## src/rtl/axi4_seq_fetch.sv

```systemverilog
// axi4_seq_fetch: AXI4-lite read master that fetches packed 2-bit bases
// into a small word FIFO and unpacks them into a per-base stream.
module axi4_seq_fetch #(
    parameter int FIFO_DEPTH = 4,
    parameter int LEN_W      = 16
) (
    input  logic             clk,
    input  logic             resetn,
    input  logic             start,
    input  logic [31:0]      base_addr,
    input  logic [LEN_W-1:0] num_words,
    output logic             busy,
    output logic             done,
    output logic             mem_axi_arvalid,
    input  logic             mem_axi_arready,
    output logic [31:0]      mem_axi_araddr,
    output logic [2:0]       mem_axi_arprot,
    input  logic             mem_axi_rvalid,
    output logic             mem_axi_rready,
    input  logic [31:0]      mem_axi_rdata,
    output logic             base_valid,
    input  logic             base_ready,
    output logic [1:0]       base,
    output logic             base_last
);
    localparam int AW = (FIFO_DEPTH > 1) ? $clog2(FIFO_DEPTH) : 1;
    localparam int CW = $clog2(FIFO_DEPTH + 1);
    localparam int OW = CW + 1;
    localparam logic [OW-1:0] LP_DEPTH = OW'(FIFO_DEPTH);

    typedef enum logic [1:0] {
        S_IDLE,
        S_ADDR,
        S_DATA,
        S_DRAIN
    } state_t;

    state_t r_state;
    state_t w_state_nxt;

    logic [31:0]      r_addr;
    logic [LEN_W-1:0] r_rem;
    logic [LEN_W-1:0] r_wleft;
    logic             r_resv;
    logic             r_rwait;
    logic             r_busy;
    logic             r_done;

    logic [31:0]      r_mem [FIFO_DEPTH];
    logic [AW-1:0]    r_wptr;
    logic [AW-1:0]    r_rptr;
    logic [CW-1:0]    r_count;

    logic [31:0]      r_word;
    logic [3:0]       r_idx;
    logic             r_bvalid;
    logic             r_cur_last;

    logic             w_accept;
    logic             w_zero;
    logic             w_arhs;
    logic             w_push;
    logic             w_pop;
    logic             w_bhs;
    logic             w_wend;
    logic             w_lasths;
    logic             w_bv_nxt;
    logic             w_free;
    logic             w_free_nxt;
    logic [OW-1:0]    w_occ;
    logic [OW-1:0]    w_cnt_nxt;
    logic [OW-1:0]    w_occ_nxt;
    logic             w_unused;

    assign w_accept = (r_state == S_IDLE) && !r_busy && start
                      && (num_words != '0);
    assign w_zero   = (r_state == S_IDLE) && !r_busy && start
                      && (num_words == '0);
    assign w_arhs   = mem_axi_arvalid && mem_axi_arready;
    assign w_push   = mem_axi_rvalid && mem_axi_rready;
    assign w_bhs    = r_bvalid && base_ready;
    assign w_wend   = w_bhs && (r_idx == 4'hF);
    assign w_lasths = w_bhs && base_last;
    assign w_pop    = (r_count != '0) && (!r_bvalid || w_wend);
    assign w_bv_nxt = w_pop || (r_bvalid && !w_wend);

    // Occupancy counts the word held by the unpacker and the reserved slot
    assign w_occ      = OW'(r_count) + OW'(r_bvalid) + OW'(r_resv);
    assign w_cnt_nxt  = OW'(r_count) + OW'(w_push) - OW'(w_pop);
    assign w_occ_nxt  = w_cnt_nxt + OW'(w_bv_nxt);
    assign w_free     = w_occ < LP_DEPTH;
    assign w_free_nxt = w_occ_nxt < LP_DEPTH;

    assign busy           = r_busy;
    assign done           = r_done;
    assign mem_axi_araddr = r_addr;
    assign mem_axi_arprot = 3'b000;
    assign base_valid     = r_bvalid;
    assign base           = r_word[{r_idx, 1'b0} +: 2];
    assign base_last      = r_bvalid && r_cur_last && (r_idx == 4'hF);
    assign w_unused       = ^base_addr[1:0];

    // State register
    always_ff @(posedge clk or negedge resetn) begin
        if (!resetn) r_state <= S_IDLE;
        else         r_state <= w_state_nxt;
    end

    // Next-state logic
    always_comb begin
        w_state_nxt = r_state;
        unique case (r_state)
            S_IDLE: begin
                if ((w_accept || r_busy) && w_free) w_state_nxt = S_ADDR;
            end
            S_ADDR: begin
                if (w_arhs) w_state_nxt = S_DATA;
            end
            S_DATA: begin
                if (r_rwait) begin
                    if (w_free) w_state_nxt = S_ADDR;
                end else if (w_push) begin
                    if (r_rem == '0)     w_state_nxt = S_DRAIN;
                    else if (w_free_nxt) w_state_nxt = S_ADDR;
                end
            end
            S_DRAIN: begin
                if (w_lasths) w_state_nxt = S_IDLE;
            end
            default: w_state_nxt = S_IDLE;
        endcase
    end

    // AXI channel outputs decoded from state
    always_comb begin
        mem_axi_arvalid = (r_state == S_ADDR);
        mem_axi_rready  = (r_state == S_DATA) && !r_rwait;
    end

    // Address, word counters, reservation and status flags
    always_ff @(posedge clk or negedge resetn) begin
        if (!resetn) begin
            r_addr  <= '0;
            r_rem   <= '0;
            r_resv  <= 1'b0;
            r_rwait <= 1'b0;
            r_busy  <= 1'b0;
            r_done  <= 1'b0;
        end else begin
            if (w_accept) begin
                r_addr <= {base_addr[31:2], 2'b00};
                r_rem  <= num_words;
            end else if (w_arhs) begin
                r_addr <= r_addr + 32'd4;
                r_rem  <= r_rem - LEN_W'(1);
            end
            if (w_arhs)      r_resv <= 1'b1;
            else if (w_push) r_resv <= 1'b0;
            r_rwait <= (w_state_nxt == S_DATA) && (r_rwait || w_push);
            if (w_accept)      r_busy <= 1'b1;
            else if (w_lasths) r_busy <= 1'b0;
            r_done <= w_zero || ((r_state == S_DRAIN) && w_lasths);
        end
    end

    // Word FIFO storage
    always_ff @(posedge clk) begin
        if (w_push) r_mem[r_wptr] <= mem_axi_rdata;
    end

    // Word FIFO pointers and fill count
    always_ff @(posedge clk or negedge resetn) begin
        if (!resetn) begin
            r_wptr  <= '0;
            r_rptr  <= '0;
            r_count <= '0;
        end else begin
            if (w_push) r_wptr <= r_wptr + AW'(1);
            if (w_pop)  r_rptr <= r_rptr + AW'(1);
            r_count <= w_cnt_nxt[CW-1:0];
        end
    end

    // Unpacker: holds one word and steps through its 16 bases LSB first
    always_ff @(posedge clk or negedge resetn) begin
        if (!resetn) begin
            r_word     <= '0;
            r_idx      <= '0;
            r_bvalid   <= 1'b0;
            r_cur_last <= 1'b0;
            r_wleft    <= '0;
        end else begin
            r_bvalid <= w_bv_nxt;
            if (w_pop) begin
                r_word     <= r_mem[r_rptr];
                r_idx      <= '0;
                r_cur_last <= (r_wleft == LEN_W'(1));
            end else if (w_bhs && !w_wend) begin
                r_idx <= r_idx + 4'd1;
            end
            if (w_accept)   r_wleft <= num_words;
            else if (w_pop) r_wleft <= r_wleft - LEN_W'(1);
        end
    end

endmodule

```

## config.mk

```make
export PLATFORM = sky130hd
export DESIGN_NAME = axi4_seq_fetch
export DESIGN_NICKNAME = d
export VERILOG_FILES = /design/src/rtl/axi4_seq_fetch.sv
export SDC_FILE = /design/constraint.sdc
export NUM_CORES = 1
export LEC_CHECK = 0
export CAP_MARGIN = 20
export CORE_ASPECT_RATIO = 0.5
export CORE_UTILIZATION = 29
export CTS_CLUSTER_DIAMETER = 60
export DETAILED_ROUTE_END_ITERATION = 8
export GPL_TIMING_DRIVEN = 0
export HOLD_SLACK_MARGIN = 0.12
export PLACE_DENSITY = 0.58
export SYNTH_ARGS = -nofsm -noshare
export SYNTH_HDL_FRONTEND = slang
export SYNTH_SLANG_ARGS = --single-unit
```

## constraint.sdc

```tcl
create_clock -name clk -period 8.9 [get_ports clk]
set_clock_uncertainty 0.2 [all_clocks]
set_input_delay 1.335 -clock clk [delete_from_list [all_inputs] [get_ports clk]]
set_output_delay 1.335 -clock clk [all_outputs]
set_load 0.02 [all_outputs]
```

; Word level (Yosys, flattened, before mapping)
; Memory sizes are Yosys's and may differ from the RTL's. A register that Yosys moved wholly into a read port is not among the register bits.
; Index checks and enable logic that the tools add are counted.
[word_totals]
reg_bits = 83
latchBits = 0
ramBits = 128
romBits = 0
inputBits = 86
memories = 1
[op_classes]
addsub = 11
multipliers = 0
div_mod_pow = 0
magnitude_cmp = 2
n_eq_ne = 6
n_shift = 1
muxes = 23
n_bitwise = 0
n_reduce_logical = 38
[memory_table]
columns = memory, words, word_bits, read_ports, rd_ports_with_merged_regs, write_ports, line
row1 = r_mem, 4, 32, 1, 1, 1, 49  ; logic [31:0] r_mem [FIFO_DEPTH];
[ops]
columns = operator, n
row1 = two-way mux 16 bit, 4
row2 = two-way mux 32 bit, 2
row3 = "adder 32 x 3 -> 32 bit, second input constant", 1
row4 = zero test 16 bit, 2
row5 = indexed part select 32 x 6 -> 2 bit, 1
row6 = "subtractor 16 x 1 -> 16 bit, second input constant", 2
row7 = logical AND 1 bit, 18
row8 = "== test 16 x 1 -> 1 bit, second input constant", 1
row9 = two-way mux 2 bit, 8
row10 = nonzero test 16 bit, 1
row11 = nonzero test 2 bit, 5
row12 = adder 3 x 1 -> 4 bit, 2
row13 = adder 4 x 1 -> 4 bit, 2
row14 = "less-than comparator 4 x 3 -> 1 bit, second input constant", 2
row15 = two-way mux 4 bit, 2
row16 = case mux 2 bit (4 select lines), 1
row17 = "== test 2 bit, second input constant", 3
row18 = two-way mux 1 bit, 6
row19 = zero test 1 bit, 5
row20 = logical OR 1 bit, 5
row21 = "adder 2 x 1 -> 2 bit, second input constant", 2
row22 = "adder 4 x 1 -> 4 bit, second input constant", 1
row23 = "== test 4 bit, second input constant", 1
row24 = subtractor 4 x 1 -> 4 bit, 1
row25 = 3 further kinds, 3

; Logic depth before layout (Yosys ltp)
[logic_depth]
word_depth = 14
ltp_mapped = 16
ltp_nobuf = 14

; Least setup slack after synthesis
; No wires, ideal clock.
[synth_path]
path_type = in2reg
startpoint = in base_ready
endpoint = reg r_state[0]
arrival_time_ns = 4.081
required_ns = 8.574
setup_slack_ns = 4.493
cell_stages = 15
n_path_buf = 2
path_cell_list = nand4_1 > a21o_1 > buf_2 > clkinv_1 > clkbuf_1 > ha_1 > inv_1 > ha_1 > inv_1 > fa_1 > xnor2_1 > a31oi_1 > nand3_1 > o2bb2ai_1 > o311a_1
[synth_between]
elab_chain_cells = 12
[synth_lines]
columns = element, line
row1 = from (decl), 22  ; input logic base_ready,
row2 = logical AND 1 bit, 81  ; assign w_bhs = r_bvalid && base_ready;
row3 = logical AND 1 bit, 82  ; assign w_wend = w_bhs && (r_idx == 4'hF);
row4 = logical OR 1 bit, 84  ; assign w_pop = (r_count != '0) && (!r_bvalid || w_wend);
row5 = logical AND 1 bit, 84
row6 = via w_pop, 63  ; logic w_pop;
row7 = subtractor 4 x 1 -> 4 bit, 89  ; assign w_cnt_nxt = OW'(r_count) + OW'(w_push) - OW'(w_pop);
row8 = via w_cnt_nxt[2], 71  ; logic [OW-1:0] w_cnt_nxt;
row9 = adder 4 x 1 -> 4 bit, 90  ; assign w_occ_nxt = w_cnt_nxt + OW'(w_bv_nxt);
row10 = less-than comparator 4 x 3 -> 1 bit, 92  ; assign w_free_nxt = w_occ_nxt < LP_DEPTH;
row11 = two-way mux 2 bit, 124  ; else if (w_free_nxt) w_state_nxt = S_ADDR;
row12 = two-way mux 2 bit, 123  ; if (r_rem == '0) w_state_nxt = S_DRAIN;
row13 = two-way mux 2 bit, 122  ; end else if (w_push) begin
row14 = two-way mux 2 bit, 120  ; if (r_rwait) begin
row15 = case mux 2 bit (4 select lines), 112  ; unique case (r_state)
row16 = via w_state_nxt[0], 39  ; state_t w_state_nxt;
row17 = to (signal assigned), 106  ; else r_state <= w_state_nxt;
row18 = to (decl), 38  ; state_t r_state;
; The timed path passes the listed nets, and every way through them passes these cells.
; A chain may end at the register's enable or synchronous reset.

; Final worst setup path
[layout_path]
startpoint = in base_ready
endpoint = reg r_rwait
[layout_between]
elab_chain_cells = 14
[layout_lines]
columns = element, line
row1 = logical AND 1 bit, 81
row2 = logical AND 1 bit, 82
row3 = logical OR 1 bit, 84
row4 = logical AND 1 bit, 84
row5 = via w_pop, 63
row6 = subtractor 4 x 1 -> 4 bit, 89
row7 = via w_cnt_nxt[2], 71
row8 = adder 4 x 1 -> 4 bit, 90
row9 = less-than comparator 4 x 3 -> 1 bit, 92
row10 = two-way mux 2 bit, 124
row11 = two-way mux 2 bit, 123
row12 = two-way mux 2 bit, 122
row13 = two-way mux 2 bit, 120
row14 = case mux 2 bit (4 select lines), 112
row15 = == test 2 bit, 159  ; r_rwait <= (w_state_nxt == S_DATA) && (r_rwait || w_push);
row16 = logical AND 1 bit, 159
row17 = to (signal assigned), 159
row18 = to (decl), 45  ; logic r_rwait;
; The timed path passes the listed nets, and every way through them passes these cells.

==> results.json <==
{
  "die_y_um": 139,
  "cts_hold_buf": 0,
  "critPathRequiredTime_ns": 9.08,
  "share_of_synthesized_area_occupied_by_flip_flops_and_latches_pct": 61.4,
  "synth-warning-count": 0,
  "fp.dieArea_um2": 38300,
  "track_usage_pct": 14.0,
  "place.gp.congestion": 0.849,
  "ys_ff_latch": 241,
  "synth-adder-area-share_pct": 1.91,
  "post_dp_cell_area_um2": 12800,
  "holdPathStages": 2,
  "clock_sinks": 241,
  "cts_inserted_buffers": 24,
  "tritoncts": "built",
  "clk-insertion-delay-late_ns": 0.54,
  "clockRootBuffer": "sky130_fd_sc_hd__clkbuf_16",
  "synth-simple-area-share_pct": 14.7,
  "worstHoldPathType": "flop to flop",
  "yosys.cell_count.top_type": "sky130_fd_sc_hd__nand2_1",
  "synth_area_leader_cell": "sky130_fd_sc_hd__edfxtp_1",
  "dominant_combinational_cell_family_by_area_after_synthesis": "simple AND/OR/NAND/NOR gates",
  "timing.reg2reg.setup_slack_ns": 4.34,
  "synth-async-reset-ratio_pct": 46.9,
  "worst_setup_path_end_kind": "flop",
  "postRouteWirelength_mm": 26.6,
  "timing.final.ws_setup_ns": 3.78,
  "r2r_cells": 15,
  "worst_ep_arrival_time_ns": 5.30,
  "unrepaired_setup_endpoints_after_global_routing": "false",
  "dp_worst_setup_slack_ns": 3.29,
  "critPathMaxStageDelay_ns": 0.53,
  "power_density_nw_per_um2": 297,
  "die_w_um": 276,
  "placement_rows": 49,
  "dp.cells": 1463,
  "yosys_most_used_dff": "sky130_fd_sc_hd__edfxtp_1",
  "distinct_cell_type_count_after_synthesis": 75,
  "drtIter0Drc": 576,
  "synth_area_leaders": "sky130_fd_sc_hd__edfxtp_1 35%, sky130_fd_sc_hd__dfrtp_1 26%, sky130_fd_sc_hd__mux4_2 8.7%",
  "vias": 7361,
  "synth.avg_cell_area_um2": 12.8,
  "htreeDepth": 1,
  "p_leak_nw": 4.99,
  "cap_viol_max_count": 0,
  "hold_viol": 0,
  "fmax_mhz": 195,
  "critical_path.cell_chain": "clkdlybuf4s50_1, nand4_1, a21o_1, buf_2, clkinv_1, clkbuf_1, ha_1, inv_1, ha_1, inv_1, fa_1, xnor2_1, a31oi_1, nand3_1, o2bb2ai_1, a2111oi_0",
  "crit_path_top_delay_cell": "sky130_fd_sc_hd__clkdlybuf4s50_1",
  "grt_pass1_wl_mm": 42.4,
  "min_period_ns": 5.12,
  "buffers_from_clock_root_to_sink_at_most": 3,
  "post_cts_gate_resize_count": 0,
  "ant_nets": 0,
  "post-cts-setup-buffer-count": 0,
  "drive_gt1_share_pct": 12.6,
  "fraction_of_the_mapped_netlist_area_in_compound_gates_pct": 7.79,
  "yosys-mux-area-fraction_pct": 8.90,
  "fin_nets": 1107,
  "flow.area_growth_from_synthesis_pct": 24.8,
  "crit_type": "input port to flop",
  "number_of_enable_type_register_cells_in_the_synthesized_netlist": 128,
  "worst-slew-pin-transition_ns": 0.776,
  "finalSetupViolations": 0,
  "ir_worst_vdd_mv": 0.148,
  "fin_tns_setup_ns": 0,
  "n_fill_cell": 3517,
  "cts.clk_slew.worst_paths_ns": 0.06,
  "globalRoute.totalOverflow": 0,
  "top_level_ports": 129,
  "synth.cells.most_frequent": "178 x sky130_fd_sc_hd__nand2_1, 128 x sky130_fd_sc_hd__edfxtp_1, 113 x sky130_fd_sc_hd__dfrtp_1",
  "drc_errors": 0,
  "synth_area_um2": 10900,
  "first_global_vias": 7700,
  "status": "completed",
  "grt_start_max_net_pins": 97,
  "postSynthCellCount": 849,
  "drt-pass1-iter-count": 6,
  "synth_area_in_xor_xnor_pct": 2.58,
  "finalMaxSlewViolations": 0,
  "synth_top_cell_area_share_pct": 35.4,
  "detail_route.vias_per_cell": 4.88,
  "worst-path-max-fanout": 10,
  "dp_hpwl_mm": 18.6,
  "antenna_found_initial": 0,
  "timing.slew.headroom_pct": 48.1,
  "design_power_total_mw": 4.02,
  "core_area_um2": 36400,
  "initial_utilization_pct": 29.8,
  "numPortBuffers": 121,
  "post_drt_wl_per_cell_um": 17.7,
  "final-instance-count-excl-fill": 1508,
  "final_cell_area_excluding_filler_cells_um2": 13600,
  "timing.critical_path.from_type": "input port",
  "finalCritPeriodShare_pct": 57.5
}
cell usage in the layout, fill, tap and decap left out, types with 5 or more instances in the layout:
master	instances
sky130_fd_sc_hd__nand2_1	178
sky130_fd_sc_hd__edfxtp_1	128
sky130_fd_sc_hd__clkdlybuf4s50_1	120
sky130_fd_sc_hd__dfrtp_1	113
sky130_fd_sc_hd__mux4_2	42
sky130_fd_sc_hd__o21ai_0	32
sky130_fd_sc_hd__clkbuf_1	31
sky130_fd_sc_hd__nand3_1	27
sky130_fd_sc_hd__nor2_1	27
sky130_fd_sc_hd__clkbuf_16	24
sky130_fd_sc_hd__o211ai_1	23
sky130_fd_sc_hd__inv_1	22
sky130_fd_sc_hd__nand4_1	19
sky130_fd_sc_hd__xor2_1	17
sky130_fd_sc_hd__xnor2_1	15
sky130_fd_sc_hd__a21oi_1	15
sky130_fd_sc_hd__ha_1	15
sky130_fd_sc_hd__buf_2	13
sky130_fd_sc_hd__o311ai_0	10
sky130_fd_sc_hd__nor3_1	9
sky130_fd_sc_hd__or3_1	9
sky130_fd_sc_hd__or4_1	7
sky130_fd_sc_hd__nor4_1	7
sky130_fd_sc_hd__a31oi_1	6
sky130_fd_sc_hd__nand2b_1	5
sky130_fd_sc_hd__buf_4	5
sky130_fd_sc_hd__conb_1	5
layer usage:
metal | GRT usage (%) | up-vias | routed length (µm)
met5 | 0 | - | 0
met4 | 3.63 | 0 | 465
met3 | 3.10 | 35 | 1290
met2 | 24.4 | 168 | 13500
met1 | 17.6 | 3684 | 11400
li1 | - | 3474 | -
area by class of cell:
class / instances / area [µm²] / area share (%)
tap: 484 / 606 / 4.47
sequential: 241 / 6670 / 49.2
buffer: 45 / 205 / 1.51
clock inverter: 8 / 67.6 / 0.499
inverter: 23 / 86.3 / 0.637
antenna: 1 / 2.50 / 0.0185
multi-input combinational: 544 / 3920 / 28.9
timing repair buffer: 126 / 1320 / 9.74
clock buffer: 36 / 676 / 4.99
critical path: cells and delay by family:
family | cells | cell delay, ns
AND/OR/NAND/NOR | 2 | 0.32
adder cells (fa/ha/maj) | 3 | 0.97
XOR/XNOR | 1 | 0.20
AO/OA/AOI/OAI | 4 | 1.03
buffers and inverters | 6 | 1.43
through the flow:
| step | util [%] | hold WS [ns] |
|---|---|---|
| after floorplan | - | 0.240 |
| after global placement | 34.8 | 0.257 |
| after detailed placement | 35.2 | 0.263 |
| after CTS | 37.2 | 0.276 |
| after global routing | 37.2 | 0.301 |
| final | 37.2 | 0.272 |
state kept, by name (all words and copies together), names as in the netlist, 2 cells and up:
signal and count:
r_word 32, r_rptr 2, r_idx 4, r_count 3
r_wptr 2, r_wleft 16, mem_axi_araddr 30, r_state 2
r_mem 128, r_rem 16
final timing paths:
| kind | start | to |
|---|---|---|
| worst max-delay path | base_ready | r_rwait |
| worst min-delay path | r_word[12] | r_word[12] |
| worst max register to register | r_count[1] | r_rwait |
| worst min register to register | r_word[12] | r_word[12] |
| max in group asynchronous | resetn | r_rptr[1] |
| min in group asynchronous | resetn | mem_axi_araddr[5] |
cells by family after synthesis:
logic type      after synthesis
simple gates                324
flops                       241
compound gates              123
buf+inv                      68
mux                          44
xor+xnor                     32
fa+ha+maj                    16
other cells                   1
report_power, final:
part / switching, mW / total [mW] / internal [mW]
sequential: 0.233 / 1.69 / 1.46
combinational: 0.728 / 1.38 / 0.648
clock: 0.427 / 0.956 / 0.529
(Power assumes the default switching activity.)
